`config.mk`:
```
export PLATFORM = sky130hd
export DESIGN_NAME = stream_capture
export DESIGN_NICKNAME = d
export VERILOG_FILES = /design/src/rtl/stream_capture.sv
export SDC_FILE = /design/constraint.sdc
export NUM_CORES = 1
export LEC_CHECK = 0
export ABC_AREA = 1
export BUFFER_PORTS_ARGS = -buffer_cell sky130_fd_sc_hd__buf_2
export CORE_MARGIN = 4
export CORE_UTILIZATION = 30
export DETAILED_ROUTE_END_ITERATION = 8
export HOLD_SLACK_MARGIN = 0.03
export PLACE_DENSITY = 0.51
export SLEW_MARGIN = 30
export SYNTH_ARGS = -nofsm -noshare
export SYNTH_HDL_FRONTEND = slang
export SYNTH_SLANG_ARGS = --single-unit
export TNS_END_PERCENT = 5
```
`constraint.sdc`:
```
create_clock -name clk -period 2.9 [get_ports clk]
set_input_delay 0.435 -clock clk [delete_from_list [all_inputs] [get_ports clk]]
set_output_delay 0.435 -clock clk [all_outputs]
set_load 0.005 [all_outputs]
```
`src/rtl/stream_capture.sv`:
```
// stream_capture: sinks a 32-bit data/last/valid/ready stream and writes each
// beat as one word into a configurable memory window, optionally circular.
// A single-entry output register decouples the stream from the write port;
// capture statistics hold after the done pulse until the next accepted config.
module stream_capture #(
  parameter int AWIDTH  = 13,
  parameter int WRAP_CW = 8
) (
  input  logic                clk,
  input  logic                rstf,
  input  logic                cfg_valid,
  output logic                cfg_ready,
  input  logic [31:0]         cfg_start_addr,
  input  logic [AWIDTH:0]     cfg_length,
  input  logic                cfg_wrap,
  input  logic                abort,
  input  logic [31:0]         t_data,
  input  logic                t_last,
  input  logic                t_valid,
  output logic                t_ready,
  output logic                m_valid,
  input  logic                m_ready,
  output logic                m_we,
  output logic [3:0]          m_mask,
  output logic [31:0]         m_addr,
  output logic [31:0]         m_data,
  output logic                busy,
  output logic                done,
  output logic [AWIDTH:0]     words,
  output logic [WRAP_CW-1:0]  wraps,
  output logic [1:0]          end_cause
);

  typedef enum logic [1:0] {IDLE, CAPTURE, FLUSH} state_t;

  localparam logic [AWIDTH:0]    IDX_ONE   = 1;
  localparam logic [WRAP_CW-1:0] WRAP_ONE  = 1;
  localparam logic [1:0]         CAUSE_LAST  = 2'd0;
  localparam logic [1:0]         CAUSE_FULL  = 2'd1;
  localparam logic [1:0]         CAUSE_ABORT = 2'd2;

  state_t          state;
  logic [29:0]     start_word;
  logic [AWIDTH:0] length;
  logic [AWIDTH:0] index;
  logic            wrap_mode;

  logic            beat;
  logic            index_last;
  logic [31:0]     beat_addr;
  logic            unused_addr_bits;

  // The window base is word aligned; the low byte-address bits are dropped.
  assign unused_addr_bits = &{1'b0, cfg_start_addr[1:0]};

  assign cfg_ready  = (state == IDLE);
  assign busy       = (state != IDLE);
  assign m_we       = 1'b1;
  assign m_mask     = 4'hF;

  // A beat may enter whenever the output register is empty or draining this cycle.
  assign t_ready    = (state == CAPTURE) && (!m_valid || m_ready);
  assign beat       = t_valid && t_ready;
  assign index_last = (index == (length - IDX_ONE));
  // Plain 32-bit add: a window placed near the top of memory wraps modulo 2^32.
  assign beat_addr  = {start_word, 2'b00} + {{(32 - AWIDTH - 3){1'b0}}, index, 2'b00};

  // Control FSM, output register and capture statistics.
  always_ff @(posedge clk or negedge rstf) begin
    if (!rstf) begin
      state      <= IDLE;
      start_word <= '0;
      length     <= '0;
      index      <= '0;
      wrap_mode  <= 1'b0;
      m_valid    <= 1'b0;
      m_addr     <= '0;
      m_data     <= '0;
      done       <= 1'b0;
      words      <= '0;
      wraps      <= '0;
      end_cause  <= CAUSE_LAST;
    end else begin
      done <= 1'b0;
      if (m_valid && m_ready) begin
        m_valid <= 1'b0;
      end

      case (state)
        IDLE: begin
          // A zero-length request is acknowledged but starts nothing.
          if (cfg_valid && (cfg_length != '0)) begin
            start_word <= cfg_start_addr[31:2];
            length     <= cfg_length;
            wrap_mode  <= cfg_wrap;
            index      <= '0;
            words      <= '0;
            wraps      <= '0;
            end_cause  <= CAUSE_LAST;
            state      <= CAPTURE;
          end
        end

        CAPTURE: begin
          if (beat) begin
            m_valid <= 1'b1;
            m_data  <= t_data;
            m_addr  <= beat_addr;
            if (words != '1) begin
              words <= words + IDX_ONE;
            end
            if (!index_last) begin
              index <= index + IDX_ONE;
            end else if (wrap_mode && !t_last) begin
              // The frame-ending beat does not count as a wrap.
              index <= '0;
              if (wraps != '1) begin
                wraps <= wraps + WRAP_ONE;
              end
            end
          end

          // Termination priority: t_last, then window full, then abort.
          if (beat && t_last) begin
            end_cause <= CAUSE_LAST;
            state     <= FLUSH;
          end else if (beat && index_last && !wrap_mode) begin
            end_cause <= CAUSE_FULL;
            state     <= FLUSH;
          end else if (abort) begin
            end_cause <= CAUSE_ABORT;
            state     <= FLUSH;
          end
        end

        FLUSH: begin
          // Finish only once the last write has left the output register.
          if (!m_valid || m_ready) begin
            done  <= 1'b1;
            state <= IDLE;
          end
        end

        default: state <= IDLE;
      endcase
    end
  end

endmodule
```
# --- Yosys cells after proc, flatten, opt, wreduce, memory -nomap -nowiden ---
# Cells that the tools add are included.
# Widths: inputs -> output; s select.
word_totals:
  reg_bits: 151
  input_bits: 86
  output_inout_bits: 98
  wordCells: 83
classes:
  addsub: 5
  eq_ne: 14
  n_mux: 29
  n_reduce_logical: 23
op_table:
  columns: ["cell", "count"]
  rows:
  - ["$mux 14", 6]
  - ["$pmux 14 s2", 2]
  - ["$mux 8", 5]
  - ["$add 32x16->32", 1]
  - ["$add 14x1->14 const B", 2]
  - ["$mux 2", 8]
  - ["$pmux 8 s2", 1]
  - ["$eq 14x14->1", 1]
  - ["$ne 14x14->1 const B", 1]
  - ["$reduce_bool 14->1", 1]
  - ["$sub 14x1->14 const B", 1]
  - ["$add 8x1->8 const B", 1]
  - ["$logic_and 1x1->1", 8]
  - ["$ne 2x1->1 const B", 4]
  - ["$ne 8x8->1 const B", 1]
  - ["$reduce_and 4->1", 2]
  - ["$ne 2x2->1 const B", 3]
  - ["$pmux 2 s3", 1]
  - ["$reduce_and 3->1", 2]
  - ["$reduce_and 6->1", 1]
  - ["$mux 1", 5]
  - ["$ne 4x2->1 const B", 1]
  - ["$pmux 2 s2", 1]
  - ["$reduce_and 2->1", 2]
  - ["other kinds (7)", 10]

# --- Longest topological paths before layout ---
depth:
  ltp_word: 9
  mapped_depth: 17

# --- Worst setup path after synthesis ---
# Ideal clock, no wire load.
synth_timing:
  kind: "register to register"
  from: "reg index[0]"
  to: "reg m_addr[28]"
  setup_time_ns: 0.118
  t_arrival_ns: 2.024
  required_ns: 2.782
  path_slack_ns: 0.758
  path_stages_with_launch: 14
  period_less_slack_ns: 2.142
  path_cell_list: "dfrtp_1 ha_1 inv_1 fa_1 o21ai_1 nand2_1 o21ai_1 nand2_1 nand2_1 nand2_1 nor2_1 nand2_1 nand3_1 nand2_1"
synth_via:
  elab_chain_len: 1
synth_rtl:
  columns: ["item", "line", "rtl"]
  rows:
  - ["from (decl)", "45", "logic [AWIDTH:0] index;"]
  - ["from (signal assigned)", "113", "index <= index + IDX_ONE;"]
  - ["$add 32x16->32", "66", "assign beat_addr = {start_word, 2'b00} + {{(32 - AWIDTH - 3){1'b0}}, index, 2'b00};"]
  - ["to (signal assigned)", "108", "m_addr <= beat_addr;"]
  - ["to (decl)", "25", "output logic [31:0] m_addr,"]
# No other way between the ends.
# A chain may end at the register's enable or synchronous reset.

# --- Worst setup path in the final report ---
# Ends and elaborated chain as after synthesis.

==> results.py <==
metrics = {
    "run_status": {
        "status": "finished, violations left",
        "violations": "negative hold slack",
    },
    "yosys": {
        "synth-edff-count": 0,
        "synth_cell_types": 38,
        "syn_avg_cell_area_um2": 7.571,
        "syn_inst": 1112,
        "netlist_area_mm2": 0.008419,
        "ys_seq_area_frac": 0.4429,
        "async_flop_share": 1.000,
        "ys_ff_latch": 149,
        "synth_ff_type": "dfrtp_1",
        "ys.warnings.count": 0,
    },
    "layout": {
        "final_util": 0.3696,
        "multi_input_area_mm2": 0.004208,
        "drive_gt1_frac": 0.2226,
        "nets": 1386,
        "fill_cells": 2968,
        "seq_area_mm2": 0.003729,
        "syn_to_final_growth_pct": 21.62,
    },
    "timing": {
        "finalCritPeriodShare": 0.9103,
        "setup_slack_ns": 0.2602,
        "final_max_slew_viol_count": 0,
        "fmax_ghz": 0.3788,
        "finalSetupTns_ns": 0,
        "fin_skew_ns": 0.01214,
        "grt_setup_unrepaired": "no",
        "worst_pin_slew_ns": 0.6757,
        "setup_violations": 0,
        "hold_viol": 5,
        "fin_crit_ns": 2.640,
        "whs_ns": -0.003436,
        "slew_headroom": 0.5461,
    },
    "cts": {
        "cts_tree": "done",
        "cts-htree-levels": 4,
        "postCtsHoldBufs": 0,
        "cts_made_buffers": 17,
        "clockBufferDepth": 2,
        "clock_latency_ns": 0.42,
        "clkTransAtPathRegs_ns": 0.07,
        "cts_resized": 0,
        "cts_setup_buffers": 0,
        "ctsRootBufferMaster": "clkbuf_16",
        "cts_num_sinks": 149,
    },
    "critical_path": {
        "crit_path_end_kind": "register",
        "crit_fanout": 5,
        "critical_path_class": "reg2reg",
        "start_kind": "register",
        "reg2reg_slack_ns": 0.26,
        "reg2reg_depth": 13,
        "cp.required_ns": 3.20,
        "crit_arrival_ns": 2.94,
        "rr_startpoint": "index[0]",
        "r2r-end": "m_addr[28]",
    },
    "route": {
        "first_pass_iters": 4,
        "wl_mm": 23.90,
        "drc": 0,
        "num_vias": 7533,
        "wl_per_cell_um": 14.29,
        "first_iter_violations": 432,
        "ant_nets": 0,
        "vias_per_cell": 4.503,
    },
    "placement": {
        "gp_congestion": 0.8238,
        "numPortBuffers": 174,
        "dpl.hpwl_mm": 17.91,
        "dp_slack_ns": 0.2648,
    },
    "global_routing": {
        "antenna_found_initial": 6,
        "grt_max_degree": 67,
        "grt.total_usage": 0.1554,
        "grt_pass1_wl_mm": 39.03,
        "grt-ovfl-total": 0,
        "grt_pass1_vias": 7403,
    },
    "die": {
        "initial_utilization": 0.3039,
        "die_y_um": 175.5,
        "die_width_um": 175.5,
        "die-area_mm2": 0.03081,
        "io_pins": 184,
        "row_count": 61,
        "coreArea_mm2": 0.02771,
    },
    "worst_hold_path": {
        "hold_path.class": "in2async",
    },
    "job": {
        "drv_cap": 0,
    },
    "power": {
        "p_leak_nw": 5.240,
        "peakVddDrop_mv": 0.3475,
        "p_per_area_mw_per_mm2": 888.3,
    },
}
==> worst max path at each step <==
stage | startpoint | endpoint
after global routing | index[0] | m_addr[28]
after global placement | index[0] | m_addr[28]
after CTS | index[0] | m_addr[28]
final | index[0] | m_addr[28]
after floorplan | index[0] | m_addr[28]
after detailed placement | index[0] | m_addr[28]
==> stage by stage <==
stage,hold slack [ns],cells,total power [mW],area (um^2)
floorplan,0.1394,1117,5.757,8438
global placement,0.4582,1640,6.990,9672
detailed placement,0.4597,1640,7.037,9672
CTS,0.03435,1672,9.248,10240
global route,0.03864,1673,9.923,10240
finish,-0.003436,1673,9.096,10240
==> sequential cells by signal (all words and copies together) (netlist names) <==
| name | count |
|---|---|
| index | 14 |
| done | 1 |
| length | 14 |
| m_valid | 1 |
| words | 14 |
| state | 2 |
| end_cause | 2 |
| wrap_mode | 1 |
| start_word | 30 |
| m_data | 32 |
| m_addr | 30 |
| wraps | 8 |
==> logic make-up (layout without fill, tap and decap cells) <==
group,after synthesis,count (layout),synth area share
other cells,2,8,0.0008920
xor+xnor,48,48,0.04993
flops,149,149,0.4429
simple gates,669,669,0.3388
compound gates,109,109,0.07787
buf+inv,116,293,0.06048
fa+ha+maj,19,19,0.02913
==> worst max-delay path: stages (launching register included) <==
cell and delay [ns]:
dfrtp_1 0.43, ha_1 0.24, inv_1 0.08, fa_1 0.40, o21ai_1 0.26, nand2_1 0.12
o21ai_1 0.29, nand2_1 0.09, nand2_1 0.15, nand2_1 0.15, nor2_1 0.11, nand2_1 0.06
nand3_1 0.07, nand2_1 0.06
==> cell type report <==
type / count / area share
Multi-Input combinational cell: 852 / 0.4109
Sequential cell: 149 / 0.3641
Timing Repair Buffer: 186 / 0.09567
Tap cell: 378 / 0.04619
Clock buffer: 19 / 0.04326
Inverter: 75 / 0.02761
Clock inverter: 13 / 0.01197
Antenna cell: 1 / 0.0002444
==> cell usage in the layout, fill, tap and decap left out, types with 17 or more instances in the layout <==
master	Yosys	layout
buf_2	4	173
ha_1	18	18
a21oi_1	21	21
nand2_1	441	440
o21ai_2	19	19
xor2_1	29	29
nand2_2	18	19
xnor2_1	19	19
o21ai_0	49	49
dfrtp_1	149	149
nor2_1	69	69
nand4_1	17	17
inv_1	67	67
nand3_1	72	71
clkbuf_16	0	17
==> metal layers <==
metal  up-vias  share of wire  track usage
li1       3871              -            -
met1      3450           0.47       0.2074
met2       163           0.46       0.2544
met3        39          0.048      0.04068
met4        10          0.022      0.03704
met5         -         0.0026            0
==> report_power, final <==
group | internal, mW | switching (mW) | total [mW]
combinational | 1.30 | 2.23 | 3.53
sequential | 2.82 | 0.596 | 3.42
clock | 1.21 | 0.935 | 2.15
total | 5.34 | 3.76 | 9.10
==> synthesized netlist by cell type (3+ instances only) <==
library cell | number | area [um^2]
buf_2 | 4 | 20.02
nor4_1 | 5 | 31.28
a21oi_1 | 21 | 105.1
inv_2 | 6 | 22.52
o21ai_1 | 4 | 20.02
or2_2 | 13 | 81.33
nor3_1 | 11 | 55.05
o31ai_1 | 8 | 60.06
o21ai_0 | 49 | 245.2
nand4_1 | 17 | 106.4
dfrtp_1 | 149 | 3729
xnor2_1 | 19 | 166.4
inv_1 | 67 | 251.5
nor2_1 | 69 | 259.0
nand2_1 | 441 | 1655
nand3b_1 | 11 | 82.58
nor2_4 | 3 | 33.78
o21ai_2 | 19 | 166.4
ha_1 | 18 | 225.2
nor2_2 | 7 | 43.79
xor2_1 | 29 | 254.0
nand2_2 | 18 | 112.6
o21bai_1 | 4 | 30.03
clkbuf_1 | 26 | 97.59
nand3_1 | 72 | 360.4
buf_4 | 7 | 52.55
(Power assumes the default switching activity.)
